### src/rtl/mips_isa_pkg.sv
// MIPS instruction-subset definitions shared by the program loader and the main decoder:
// request kind codes, opcodes, R-type funct codes and loader FSM states.
package mips_isa_pkg;

   typedef enum logic [3:0] {
      K_ADD  = 4'd0,
      K_SUB  = 4'd1,
      K_AND  = 4'd2,
      K_OR   = 4'd3,
      K_SLT  = 4'd4,
      K_LW   = 4'd5,
      K_SW   = 4'd6,
      K_BEQ  = 4'd7,
      K_ADDI = 4'd8,
      K_ORI  = 4'd9,
      K_J    = 4'd10,
      K_JAL  = 4'd11
   } kind_e;

   localparam logic [5:0] OP_RTYPE = 6'b000000;
   localparam logic [5:0] OP_LW    = 6'b100011;
   localparam logic [5:0] OP_SW    = 6'b101011;
   localparam logic [5:0] OP_BEQ   = 6'b000100;
   localparam logic [5:0] OP_ADDI  = 6'b001000;
   localparam logic [5:0] OP_ORI   = 6'b001101;
   localparam logic [5:0] OP_J     = 6'b000010;
   localparam logic [5:0] OP_JAL   = 6'b000011;

   localparam logic [5:0] FN_ADD = 6'b100000;
   localparam logic [5:0] FN_SUB = 6'b100010;
   localparam logic [5:0] FN_AND = 6'b100100;
   localparam logic [5:0] FN_OR  = 6'b100101;
   localparam logic [5:0] FN_SLT = 6'b101010;

   typedef enum logic [1:0] {
      ST_IDLE,
      ST_LOAD,
      ST_FIN
   } state_e;

   function automatic logic [31:0] enc_r(input logic [4:0] rs, input logic [4:0] rt,
                                         input logic [4:0] rd, input logic [5:0] fn);
      return {OP_RTYPE, rs, rt, rd, 5'b00000, fn};
   endfunction

   function automatic logic [31:0] enc_i(input logic [5:0] op, input logic [4:0] rs,
                                         input logic [4:0] rt, input logic [15:0] imm);
      return {op, rs, rt, imm};
   endfunction

endpackage

### src/rtl/mips_instr_encoder.sv
// Combinational encoder: request kind plus operand fields to a 32-bit MIPS word.
// Kinds outside the supported subset produce a zero word with o_legal low.
module mips_instr_encoder
   import mips_isa_pkg::*;
(
   input  logic [3:0]  i_kind,
   input  logic [4:0]  i_rs,
   input  logic [4:0]  i_rt,
   input  logic [4:0]  i_rd,
   input  logic [25:0] i_imm,
   output logic [31:0] o_word,
   output logic        o_legal
);

   always_comb begin
      o_word  = '0;
      o_legal = 1'b1;
      case (i_kind)
         K_ADD:   o_word = enc_r(i_rs, i_rt, i_rd, FN_ADD);
         K_SUB:   o_word = enc_r(i_rs, i_rt, i_rd, FN_SUB);
         K_AND:   o_word = enc_r(i_rs, i_rt, i_rd, FN_AND);
         K_OR:    o_word = enc_r(i_rs, i_rt, i_rd, FN_OR);
         K_SLT:   o_word = enc_r(i_rs, i_rt, i_rd, FN_SLT);
         K_LW:    o_word = enc_i(OP_LW,   i_rs, i_rt, i_imm[15:0]);
         K_SW:    o_word = enc_i(OP_SW,   i_rs, i_rt, i_imm[15:0]);
         K_BEQ:   o_word = enc_i(OP_BEQ,  i_rs, i_rt, i_imm[15:0]);
         K_ADDI:  o_word = enc_i(OP_ADDI, i_rs, i_rt, i_imm[15:0]);
         K_ORI:   o_word = enc_i(OP_ORI,  i_rs, i_rt, i_imm[15:0]);
         K_J:     o_word = {OP_J,   i_imm};
         K_JAL:   o_word = {OP_JAL, i_imm};
         default: o_legal = 1'b0;
      endcase
   end

endmodule

### src/rtl/mips_program_loader.sv
// Session-based loader: accepts symbolic instruction requests, encodes them and writes
// them to sequential instruction-memory addresses starting at 0, one per cycle.
module mips_program_loader
   import mips_isa_pkg::*;
#(
   parameter int unsigned AW    = 6,
   parameter int unsigned DEPTH = 64
) (
   input  logic          clk,
   input  logic          rst,
   input  logic          start,
   input  logic          in_valid,
   output logic          in_ready,
   input  logic [3:0]    in_kind,
   input  logic [4:0]    in_rs,
   input  logic [4:0]    in_rt,
   input  logic [4:0]    in_rd,
   input  logic [25:0]   in_imm,
   input  logic          in_last,
   output logic          imem_we,
   output logic [AW-1:0] imem_addr,
   output logic [31:0]   imem_wdata,
   output logic          busy,
   output logic          done,
   output logic [AW:0]   count,
   output logic          err_illegal,
   output logic          err_full
);

   localparam logic [AW:0] LP_DEPTH = (AW+1)'(DEPTH);

   state_e        r_state;
   state_e        w_next;
   logic          r_we;
   logic [AW-1:0] r_addr;
   logic [31:0]   r_wdata;
   logic [AW:0]   r_count;
   logic          r_err_illegal;
   logic          r_err_full;
   logic [31:0]   w_word;
   logic          w_legal;
   logic          w_accept;
   logic          w_full;

   mips_instr_encoder u_enc (
      .i_kind  (in_kind),
      .i_rs    (in_rs),
      .i_rt    (in_rt),
      .i_rd    (in_rd),
      .i_imm   (in_imm),
      .o_word  (w_word),
      .o_legal (w_legal)
   );

   assign w_accept = in_valid & in_ready;
   assign w_full   = (r_count == LP_DEPTH);

   always_ff @(posedge clk or posedge rst) begin
      if (rst) r_state <= ST_IDLE;
      else     r_state <= w_next;
   end

   always_comb begin
      w_next = r_state;
      case (r_state)
         ST_IDLE: if (start) w_next = ST_LOAD;
         ST_LOAD: if (w_accept && (w_full || in_last)) w_next = ST_FIN;
         ST_FIN:  w_next = ST_IDLE;
         default: w_next = ST_IDLE;
      endcase
   end

   always_comb begin
      in_ready = (r_state == ST_LOAD);
      busy     = (r_state == ST_LOAD) || (r_state == ST_FIN);
      done     = (r_state == ST_FIN);
   end

   // A full-table request is dropped before legality is considered; it still ends the session.
   always_ff @(posedge clk or posedge rst) begin
      if (rst) begin
         r_we          <= 1'b0;
         r_addr        <= '0;
         r_wdata       <= '0;
         r_count       <= '0;
         r_err_illegal <= 1'b0;
         r_err_full    <= 1'b0;
      end else begin
         r_we <= 1'b0;
         if (r_state == ST_IDLE && start) begin
            r_count       <= '0;
            r_err_illegal <= 1'b0;
            r_err_full    <= 1'b0;
         end else if (w_accept) begin
            if (w_full) begin
               r_err_full <= 1'b1;
            end else if (!w_legal) begin
               r_err_illegal <= 1'b1;
            end else begin
               r_we    <= 1'b1;
               r_addr  <= r_count[AW-1:0];
               r_wdata <= w_word;
               r_count <= r_count + 1'b1;
            end
         end
      end
   end

   assign imem_we     = r_we;
   assign imem_addr   = r_addr;
   assign imem_wdata  = r_wdata;
   assign count       = r_count;
   assign err_illegal = r_err_illegal;
   assign err_full    = r_err_full;

endmodule

### config.mk
export PLATFORM = sky130hd
export DESIGN_NAME = mips_program_loader
export DESIGN_NICKNAME = d
export VERILOG_FILES = /design/src/rtl/mips_isa_pkg.sv /design/src/rtl/mips_instr_encoder.sv /design/src/rtl/mips_program_loader.sv
export SDC_FILE = /design/constraint.sdc
export NUM_CORES = 1
export LEC_CHECK = 0
export ABC_AREA = 0
export CORE_ASPECT_RATIO = 2
export CORE_MARGIN = 3
export CORE_UTILIZATION = 45
export CTS_CLUSTER_DIAMETER = 80
export DETAILED_ROUTE_END_ITERATION = 8
export MAX_ROUTING_LAYER = met4
export PLACE_DENSITY = 0.91
export SLEW_MARGIN = 20
export SYNTH_ARGS = -nofsm -noshare
export SYNTH_HDL_FRONTEND = slang
export SYNTH_SLANG_ARGS = --single-unit
### constraint.sdc
create_clock -name clk -period 2.7 [get_ports clk]
set_input_delay 0.405 -clock clk [delete_from_list [all_inputs] [get_ports clk]]
set_output_delay 0.405 -clock clk [all_outputs]
set_load 0.01 [all_outputs]
Word level (Yosys, flattened, before mapping) --
Index checks and enable logic that the tools add are counted.
Operators by class: mux-type cells 20, add/subtract/negate cells 1, bitwise logic cells 3, reductions and logical operators 15, equality and inequality tests 18
Operators with widths (number):
- 32-bit one-hot mux with 12 select lines | 1
- 7-bit 2-to-1 mux | 4
- 4-bit by 3-bit equality test with 1-bit output (second input constant) | 4
- 4-bit equality test (second input constant) | 4
- 1-bit 2-to-1 mux | 12
- 12-bit OR reduction | 1
- 4-bit by 2-bit equality test with 1-bit output (second input constant) | 2
- 7-bit by 1-bit adder with 7-bit output (second input constant) | 1
- 7-bit equality test (second input constant) | 1
- 2-bit by 1-bit != test with 1-bit output (second input constant) | 3
- 3-bit AND reduction | 2
- 2-bit nonzero test | 3
- 4-bit by 1-bit equality test with 1-bit output (second input constant) | 1
- 4-bit logical NOT | 1
- 2-bit 2-to-1 mux | 2
- 2-bit one-hot mux with 2 select lines | 1
- 2-bit AND reduction | 2
- 4-bit AND reduction | 1
- 2-bit by 1-bit equality test with 1-bit output (second input constant) | 1
- 2-bit equality test (second input constant) | 1
- 1-bit logical AND | 2
- 2-bit logical NOT | 1
- 1-bit logical OR | 2
- 2-bit != test (second input constant) | 1
- other kinds (2) | 3
Word-level totals: flip-flop bits (word level) 50, output and inout bits 51, logic and storage cells 64

Depth between registers and ports, before layout --
Gate-level depths: netlist (run 1).
word-level depth 7, mapped depth 9, depth with buffers taken out 7

Modules after synthesis --
From an unflattened synthesis (run 1), not the netlist that was laid out.
Second synthesis, totals: cells, all modules 247, area total of the unflattened synthesis 2772.7 µm²
By module, submodules not included:
- mips_program_loader | times used 1, cells each 148, sequential area each 1251.2 µm², area each 2130.8 µm²
- mips_instr_encoder | times used 1, cells each 99, sequential area each 0.0 µm², area each 641.9 µm²

Worst setup path after synthesis (run 1) --
OpenSTA, ideal clock, no wires.
kind reg2reg, from register r_count[0], in the netlist count[0], to register r_wdata[11], in the netlist imem_wdata[11], data required time 2.581 ns, cell stages (with the launch flop) 9, clock period less this slack 1.984 ns, setup slack 0.716 ns, buffers on the path 1, arrival 1.866 ns, cells stage by stage dfrtp_1 inv_1 ha_1 nor4bb_2 a2111o_2 clkinv_2 buf_6 o221ai_2 o21a_1
Between the ends: longest elaborated chain between the ends 3
Ends and longest elaborated chain:
- from (decl) | line mips_program_loader.sv:37 | logic [AW:0] r_count;
- from (signal assigned) | line mips_program_loader.sv:103 | r_count <= r_count + 1'b1;
- 7-bit equality test | line mips_program_loader.sv:56 | assign w_full = (r_count == LP_DEPTH);
- 1-bit inverter (no line)
- 4-bit AND reduction (no line)
- to (signal assigned) | line mips_program_loader.sv:102 | r_wdata <= w_word;
- to (decl) | line mips_program_loader.sv:36 | logic [31:0] r_wdata;
No other way between the ends. A chain may end at the register's enable or synchronous reset.

Worst setup path after layout (run 1) --
from register r_count[0], in the netlist count[0], to register r_wdata[17], in the netlist imem_wdata[17]
The elaborated chain is that of the path after synthesis.

==> metrics.md, run 1 <==
| Metric | Value |
|---|---|
| H-tree Lvls | 2 |
| DR DRC count | 0 |
| Worst slack, placed | 0.420 ns |
| WL per Instance | 17.5 um |
| Post-CTS setup buffers | 0 |
| Warnings from Yosys | 0 |
| Yosys cell types | 43 |
| DP HPWL | 5410 um |
| Layout cells sized above 1 | 11.3% |
| Clock Sinks | 49 |
| Die Area | 0.00710 mm2 |
| Worst VDD drop | 610 uV |
| Switching Share | 31.3% |
| Grt ovf | 0 |
| Fill cells | 440 |
| DR pass1 iterations | 4 |
| CTS max path bufs | 2 |
| Final ANT Viol Nets | 0 |
| Most area-hungry cell type in the Yosys netlist | dfrtp_1 |
| Async S/R FF share, synth | 100% |
| Syn Std Cell Area | 0.00273 mm2 |
| Initial DRC Count | 102 |
| Commonest cells after routing, fill and taps aside | 98 x clkdlybuf4s50_1, 49 x dfrtp_1, 37 x nand2_1 |
| Worst EP required | 2.88 ns |
| ANT cells | 0 |
| Max cap viols | 0 |
| Setup Viol. Count Final | 0 |
| Clk_lat worst skew | 0.29 ns |
| Placed insts | 424 |
| RSZ-0062 raised after global routing | no |
| Final Hold Fails | 0 |
| Switching pwr | 1.09 mW |
| Share of power burned in registers | 34.1% |
| Hold Crit Class | input port to async pin |
| Status | finished clean |
| FMAX | 442 MHz |
| Clock share of power | 23.1% |
| Finished Core Util | 68.4% |
| CP Class | flip-flop to flip-flop |
| IO Port Bufs | 99 |
| Root buf cell | clkbuf_16 |
| Share of the synthesized area in the top cell type | 44.9% |
| Min Hold Slack | 0.467 ns |
| Worst-path clk slew | 0.07 ns |
| Global-route wire length before repair | 12000 um |
| Via count | 2471 |
| Worst path arrival time | 2.44 ns |
| TritonCTS buffer count | 5 |
| Synthesis-stage register bit count | 49 |
| Row cnt | 39 |
| Comb pwr share | 42.8% |
| Max-slew violation count | 0 |
| Die width | 61.1 um |
| Synth-to-Final Area Change | 45.4% |
| Min Clock Period, post-route | 2.26 ns |
| Crit start category | flip-flop |
| DIE HEIGHT | 116 um |
| CTS resizes | 0 |
| P_int | 2.39 mW |
| Leakage | 1.71 nW |
| Pwr Density | 875 mW/mm2 |
| Sequential area share after synthesis | 44.9% |
| Initial core utilization | 47.0% |
| DR vias/cell | 5.72 |
| Mean post-synth cell area | 9.93 um2 |
| Area post-placement | 0.00378 mm2 |
| Tot Pwr | 3.47 mW |
| Final worst slack | 0.436 ns |
| Post-CTS Hold Fix Bufs | 0 |
| Final GP Congestion | 0.863 |
| FF/Latch Area | 0.00123 mm2 |
| Number of global-route vias before repair | 2579 |
| Ys flop type | dfrtp_1 |
| Crit end category | flip-flop |
| Tcrit/Tclk final | 83.9% |
| Setup TNS Final | 0 ns |
| Layout Cells excl Fill | 432 |
| Commonest non-fill, non-tap cell in the layout | clkdlybuf4s50_1 |
| GRT Total Usage | 22.7% |
| Fin area | 0.00397 mm2 |
| Crit path max fanout | 41 |
| CTS tree | yes |
| Core area | 0.00581 mm2 |
| Post-synth EDFFs | 0 |
| Area occupied by multi-input gates | 0.00131 mm2 |
| I/O pins | 101 |
| Top cells by area, synth | dfrtp_1 45%, o221ai_2 8.2%, nand2_1 5.1% |
| Largest net degree at the start of global routing | 50 |
| Routed WL | 7550 um |
| Antenna violations before repair | 0 |
| Max Clock Skew | 0.0101 ns |
| Post-Synthesis Cells | 275 |
| Nets | 427 |
| Syn_nets | 332 |
-- power by group through the flow --
stage / Clock, mW / Sequential (mW) / Combinational (mW)
after floorplan: 0 / 1.29 / 0.605
after global placement: 0 / 1.19 / 1.46
after detailed placement: 0 / 1.19 / 1.49
after CTS: 0.808 / 1.19 / 1.50
after global routing: 0.838 / 1.22 / 1.62
final: 0.802 / 1.19 / 1.49
-- state kept, by name, indices dropped and copies added, names as in the netlist --
| name | cells |
|---|---|
| r_state | 2 |
| count | 7 |
| imem_we | 1 |
| imem_addr | 6 |
| imem_wdata | 31 |
| err_full | 1 |
| err_illegal | 1 |
-- path summary, 6_finish.rpt --
kind	start	end	slack (ns)	cells past startpoint
setup / recovery	count[0]$_DFFE_PP0P_	imem_wdata[17]$_DFFE_PP0P_	0.44	8
hold / removal	rst	imem_addr[4]$_DFFE_PP0P_	0.47	3
setup reg to reg	count[0]$_DFFE_PP0P_	imem_wdata[17]$_DFFE_PP0P_	0.44	8
hold reg to reg	imem_wdata[9]$_DFFE_PP0P_	imem_wdata[9]$_DFFE_PP0P_	0.47	2
max in group asynchronous	rst	imem_wdata[18]$_DFFE_PP0P_	2.00	3
min in group clk	imem_wdata[9]$_DFFE_PP0P_	imem_wdata[9]$_DFFE_PP0P_	0.47	2
-- cells by family after synthesis --
group / after synthesis / synth area share [%]
AND/OR/NAND/NOR: 83 / 14.3
AO/OA/AOI/OAI: 77 / 25.0
flip-flops: 49 / 44.9
buffers and inverters: 43 / 7.15
multiplexers: 9 / 3.39
adder cells (fa/ha/maj): 7 / 3.21
XOR/XNOR: 6 / 1.92
other: 1 / 0.137
-- final cells by class --
| cell class | instances | share of cell area (%) |
|---|---|---|
| multi-input combinational | 183 | 33.0 |
| clock inverter | 3 | 1.64 |
| timing repair buffer | 109 | 27.3 |
| clock buffer | 5 | 3.15 |
| sequential | 49 | 30.9 |
| inverter | 22 | 2.11 |
| tap | 61 | 1.92 |
-- metal layers --
layer	global-route usage (%)	wire length, um	up-vias
met3	2.99	289	13
li1	-	-	1162
met5	-	0	-
met2	40.0	4290	88
met4	7.53	165	0
met1	25.5	2800	1208
-- cells in the mapped netlist, types with 3 or more instances --
library cell  number
a2bb2oi_1         11
buf_4              3
nand2_1           37
o221ai_2          15
nand3_1            8
buf_2              5
buf_1              3
xnor2_1            3
inv_1             21
clkbuf_1           8
nand2b_1           4
o22ai_1            3
a22oi_1            5
nor2b_1            3
nor2_1            17
dfrtp_1           49
a31oi_1            6
o21ai_0            9
mux2i_1            7
xor2_1             3
ha_1               7
and2_1             5
o21a_1            17
-- critical path, stage by stage, from the launching register on --
cell and delay, ns:
dfrtp_1 0.44, inv_1 0.11, ha_1 0.22, nor4bb_2 0.19
a2111o_2 0.50, clkinv_2 0.15, buf_12 0.24, o221ai_1 0.15
o21a_1 0.13
Note: power is estimated with default switching activity, not from simulation.
==> run 2: changes to the inputs <==
clock period = 2.1 ns   (was 2.7 ns; I/O delays follow)
==> run 2 against run 1 <==
Against the previous run: total power up 25%; setup slack worse by 0.34 ns; combinational power is 37% higher; via count rose by 2.8%; sequential cell count is the same; clock power decreased by 2%; non-clock buffer count grew 13; maximum frequency up 13%; critical endpoint unchanged.
==> metrics.md, run 2 (same netlist as run 1, synthesis figures left out) <==
| Metric | Value |
|---|---|
| Status | finished clean |
| Row cnt | 39 |
| WL per Instance | 17.4 um |
| Global-route wire length before repair | 12400 um |
| Crit path from | r_state[1]$_DFFE_PP0P_ |
| Number of global-route vias before repair | 2686 |
| Tcrit/Tclk final | 95.4% |
| Layout Cells excl Fill | 445 |
| Root buf cell | clkbuf_16 |
| Placed insts | 437 |
| Core area | 0.00581 mm2 |
| Area post-placement | 0.00388 mm2 |
| Leakage | 1.75 nW |
| Commonest cells after routing, fill and taps aside | 98 x clkdlybuf4s50_1, 48 x dfrtp_1, 37 x nand2_1 |
| Tot Pwr | 4.34 mW |
| CTS tree | yes |
| DP HPWL | 5740 um |
| Worst path arrival time | 2.18 ns |
| FMAX | 499 MHz |
| Worst slack, placed | 0.0186 ns |
| Grt ovf | 0 |
| TritonCTS buffer count | 5 |
| Worst reg2reg path depth | 8 |
| Fin area | 0.00405 mm2 |
| Max reg flops | 31 |
| CTS max path bufs | 2 |
| ANT cells | 0 |
| Min Hold Slack | 0.354 ns |
| CP Capture Point | imem_wdata[17]$_DFFE_PP0P_ |
| Final worst slack | 0.0964 ns |
| Die width | 61.1 um |
| Worst-path clk slew | 0.07 ns |
| Worst EP required | 2.28 ns |
| Clk_lat worst skew | 0.29 ns |
| Routed WL | 7740 um |
| Antenna violations before repair | 0 |
| GRT Total Usage | 23.4% |
| Pwr Density | 1070 mW/mm2 |
| Max-slew headroom | 55.8% |
| Worst reg2reg path endpoint | imem_wdata[17]$_DFFE_PP0P_ |
| Crit path max fanout | 23 |
| Die Area | 0.00710 mm2 |
| DIE HEIGHT | 116 um |
| I/O pins | 101 |
| CP Class | flip-flop to flip-flop |
| Max Clock Skew | 0.00662 ns |
| Worst VDD drop | 774 uV |
| Max cap viols | 0 |
| Largest net degree at the start of global routing | 32 |
| Clock Sinks | 49 |
| Final GP Congestion | 0.909 |
| Crit start category | flip-flop |
| Min Clock Period, post-route | 2.00 ns |
| Setup TNS Final | 0 ns |
| Setup Viol. Count Final | 0 |
| Nets | 440 |
| Slew @ Worst Pin | 0.657 ns |
| Finished Core Util | 69.8% |
| Synth-to-Final Area Change | 48.4% |
| Initial DRC Count | 96 |
| Initial core utilization | 47.0% |
| Fill cells | 410 |
| DR DRC count | 0 |
| Crit end category | flip-flop |
| Final ANT Viol Nets | 0 |
| R2R setup slack | 0.1 ns |
| Commonest non-fill, non-tap cell in the layout | clkdlybuf4s50_1 |
| Final Hold Fails | 0 |
| R2R Path Start | r_state[1]$_DFFE_PP0P_ |
| Hold Crit Class | input port to async pin |
| Via count | 2540 |
| H-tree Lvls | 2 |
| DR pass1 iterations | 4 |
| IO Port Bufs | 99 |
| Max-slew violation count | 0 |
| DR vias/cell | 5.71 |
| Layout cells sized above 1 | 14.8% |
==> run 2: metal layers <==
layer,global-route usage (%),up-vias,routed length (um)
met5,-,-,0
met4,10.4,0,301
met3,2.54,28,324
met2,41.5,91,4380
met1,25.1,1229,2740
li1,-,1192,-
==> run 2: worst max-delay path, stage by stage, from the launching register on <==
cell and delay [ns]:
dfrtp_1 0.39, inv_1 0.16, ha_4 0.18, nand2_1 0.12
a2111o_2 0.49, clkinv_2 0.13, buf_12 0.17, o221ai_1 0.12
o21a_1 0.13
==> run 2: how the worst min path moves through the flow <==
stage	start	end	cells after the start
finish	rst	err_illegal$_DFFE_PP0P_	2
global route	rst	err_illegal$_DFFE_PP0P_	2
CTS	rst	r_state[1]$_DFFE_PP0P_	2
detailed placement	imem_wdata[7]$_DFFE_PP0P_	imem_wdata[7]$_DFFE_PP0P_	2
global placement	imem_wdata[7]$_DFFE_PP0P_	imem_wdata[7]$_DFFE_PP0P_	2
floorplan	in_imm[10]	imem_wdata[10]$_DFFE_PP0P_	2
==> run 2: power breakdown <==
| group | switching [mW] | internal, mW | total [mW] |
|---|---|---|---|
| sequential | 0.213 | 1.30 | 1.51 |
| combinational | 0.874 | 1.17 | 2.04 |
| clock | 0.343 | 0.442 | 0.785 |
==> run 2: repair_timing <==
item	4_1_cts	5_1_grt
setup buffers	0	0
endpoints found under the setup margin	0	20
gates resized for setup	0	5
hold buffers	0	0
==> run 2: final cells by class <==
cell class | count | area (um2) | area share (%)
multi-input combinational | 183 | 1340 | 33.0
sequential | 49 | 1230 | 30.3
timing repair buffer | 122 | 1180 | 29.2
clock buffer | 6 | 129 | 3.18
inverter | 22 | 83.8 | 2.07
tap | 61 | 76.3 | 1.88
clock inverter | 2 | 15.0 | 0.370
==> run 3: changes to the inputs <==
CORE_UTILIZATION = 30   (was 45)
PLACE_DENSITY = 0.68   (was 0.91)
==> run 3 against run 2 <==
Against the previous run: core utilization decreased by 22 points; setup slack improved by 0.015 ns; non-clock buffer count increased by 1; cell count grew 9.0%; die area grew 46%; design area up 2.7%; combinational power rose by 2%; first-iteration DRC count grew 15%; routed wire length up 0.68%; global-route usage is 8.0 points lower; clock skew is 0.0019 ns lower; count of clock-buffer cells in the layout increased by 1.
==> metrics.md, run 3 (same netlist as run 1, synthesis figures left out) <==
| Metric | Value |
|---|---|
| Crit end category | flip-flop |
| Clock Sinks | 49 |
| Share of power burned in registers | 34.5% |
| Clk_lat worst skew | 0.29 ns |
| Routed WL | 7800 um |
| Switching pwr | 1.42 mW |
| Largest net degree at the start of global routing | 50 |
| Worst path arrival time | 2.16 ns |
| R2R Path Start | count[0]$_DFFE_PP0P_ |
| Worst slack, placed | 0.00622 ns |
| DR vias/cell | 5.06 |
| DP HPWL | 5820 um |
| Core area | 0.00877 mm2 |
| Row cnt | 48 |
| DR pass1 iterations | 4 |
| CTS max path bufs | 2 |
| Max cap viols | 0 |
| Slew @ Worst Pin | 0.725 ns |
| Worst-path clk slew | 0.06 ns |
| Post-CTS Hold Fix Bufs | 0 |
| H-tree Lvls | 2 |
| I/O pins | 101 |
| IO Port Bufs | 99 |
| Layout Cells excl Fill | 485 |
| GR Util met2 | 26.0% |
| Fin area | 0.00416 mm2 |
| Commonest non-fill, non-tap cell in the layout | clkdlybuf4s50_1 |
| Antenna violations before repair | 0 |
| Initial core utilization | 31.2% |
| Setup Viol. Count Final | 0 |
| Grt ovf | 0 |
| Tcrit/Tclk final | 94.7% |
| Final GP Congestion | 0.796 |
| Worst VDD drop | 536 uV |
| Status | finished clean |
| Min Clock Period, post-route | 1.99 ns |
| Clock share of power | 17.8% |
| Number of global-route vias before repair | 2424 |
| Worst EP required | 2.27 ns |
| Finished Core Util | 47.5% |
| Commonest cells after routing, fill and taps aside | 98 x clkdlybuf4s50_1, 48 x dfrtp_1, 37 x nand2_1 |
| Area post-placement | 0.00395 mm2 |
| Leakage | 1.77 nW |
| CP Class | flip-flop to flip-flop |
| Met3 Resource Use GR | 1.86% |
| Die Area | 0.0104 mm2 |
| Global-route wire length before repair | 12100 um |
| TritonCTS buffer count | 5 |
| Nets | 441 |
| Initial DRC Count | 110 |
| Area occupied by multi-input gates | 0.00135 mm2 |
| Die width | 73.5 um |
| Comb pwr share | 47.7% |
| Fill cells | 827 |
| Crit start category | flip-flop |
| Worst reg2reg path endpoint | r_state[1]$_DFFE_PP0P_ |
| Post-CTS setup buffers | 0 |
| Max reg flops | 31 |
| GRT Total Usage | 15.5% |
| Final ANT Viol Nets | 0 |
| Met1 usage | 17.3% |
| P_int | 2.95 mW |
| Via count | 2455 |
| Final worst slack | 0.112 ns |
| Hold Crit Class | input port to async pin |
| Root buf cell | clkbuf_16 |
| Worst reg2reg path depth | 7 |
| FMAX | 503 MHz |
| WL per Instance | 16.1 um |
| DIE HEIGHT | 141 um |
| Switching Share | 32.6% |
| Placed insts | 476 |
| CTS resizes | 0 |
| Max-slew violation count | 0 |
| CTS tree | yes |
| Layout cells sized above 1 | 15.1% |
| ANT cells | 0 |
| Max-slew headroom | 51.2% |
| Synth-to-Final Area Change | 52.5% |
| Max Clock Skew | 0.00474 ns |
| Final Hold Fails | 0 |
| DR DRC count | 0 |
| Crit path max fanout | 3 |
| Pwr Density | 1050 mW/mm2 |
| GR peak layer | met2 |
| FF/Latch Area | 0.00123 mm2 |
| R2R setup slack | 0.11 ns |
run 3: cell count changes in the layout (fill, tap and decap cells not counted):
cell and delta:
a31oi_2 -1, a221oi_1 -1, a221oi_2 +1, buf_4 -2, clkinvlp_4 -1, a31oi_4 +1, clkinv_2 -1, clkbuf_16 +1
clkbuf_1 +1, inv_4 +1, buf_12 +2
run 3: routing by layer:
metal	vias up	share of wire, %	wire (um)
li1	1189	-	-
met1	1165	37	2860
met2	83	54	4190
met3	18	5.1	399
met4	0	4.4	342
met5	-	0	0
run 3: worst max path at each step:
stage	cells past startpoint	startpoint	end
finish	7	count[0]$_DFFE_PP0P_	r_state[1]$_DFFE_PP0P_
CTS	7	count[0]$_DFFE_PP0P_	r_state[1]$_DFFE_PP0P_
detailed placement	6	in_kind[2]	imem_wdata[9]$_DFFE_PP0P_
floorplan	8	count[0]$_DFFE_PP0P_	imem_wdata[11]$_DFFE_PP0P_
global route	7	count[0]$_DFFE_PP0P_	r_state[1]$_DFFE_PP0P_
global placement	7	in_valid	imem_wdata[17]$_DFFE_PP0P_
run 3: power by group through the flow:
stage / clock [mW] / sequential (mW) / combinational, mW
CTS: 0.809 / 1.51 / 2.04
finish: 0.779 / 1.51 / 2.08
global placement: 0 / 1.51 / 2.00
detailed placement: 0 / 1.52 / 2.03
global route: 0.839 / 1.56 / 2.26
floorplan: 0 / 1.66 / 0.778
run 3: layout make-up:
class                           count  share of cell area [%]
Clock buffer                        7                    3.19
Timing Repair Buffer              123                    29.6
Inverter                           22                    2.04
Clock inverter                      1                   0.180
Tap cell                          100                    3.00
Sequential cell                    49                    29.5
Multi-Input combinational cell    183                    32.5
run 3: critical path: stages, from the launching register on:
cell	delay, ns
dfrtp_1	0.39
inv_1	0.12
ha_1	0.20
nor4bb_4	0.32
buf_4	0.16
nand2_1	0.10
a31oi_4	0.23
mux2_2	0.35
run 3: per-stage QoR:
stage          power (mW)  setup TNS, ns  hold slack (ns)
2_1_floorplan        2.44              0            0.448
3_3_place_gp         3.50              0            0.458
3_5_place_dp         3.55              0            0.459
4_1_cts              4.36              0            0.395
5_1_grt              4.65       -0.00904            0.411
6_report             4.37              0            0.386
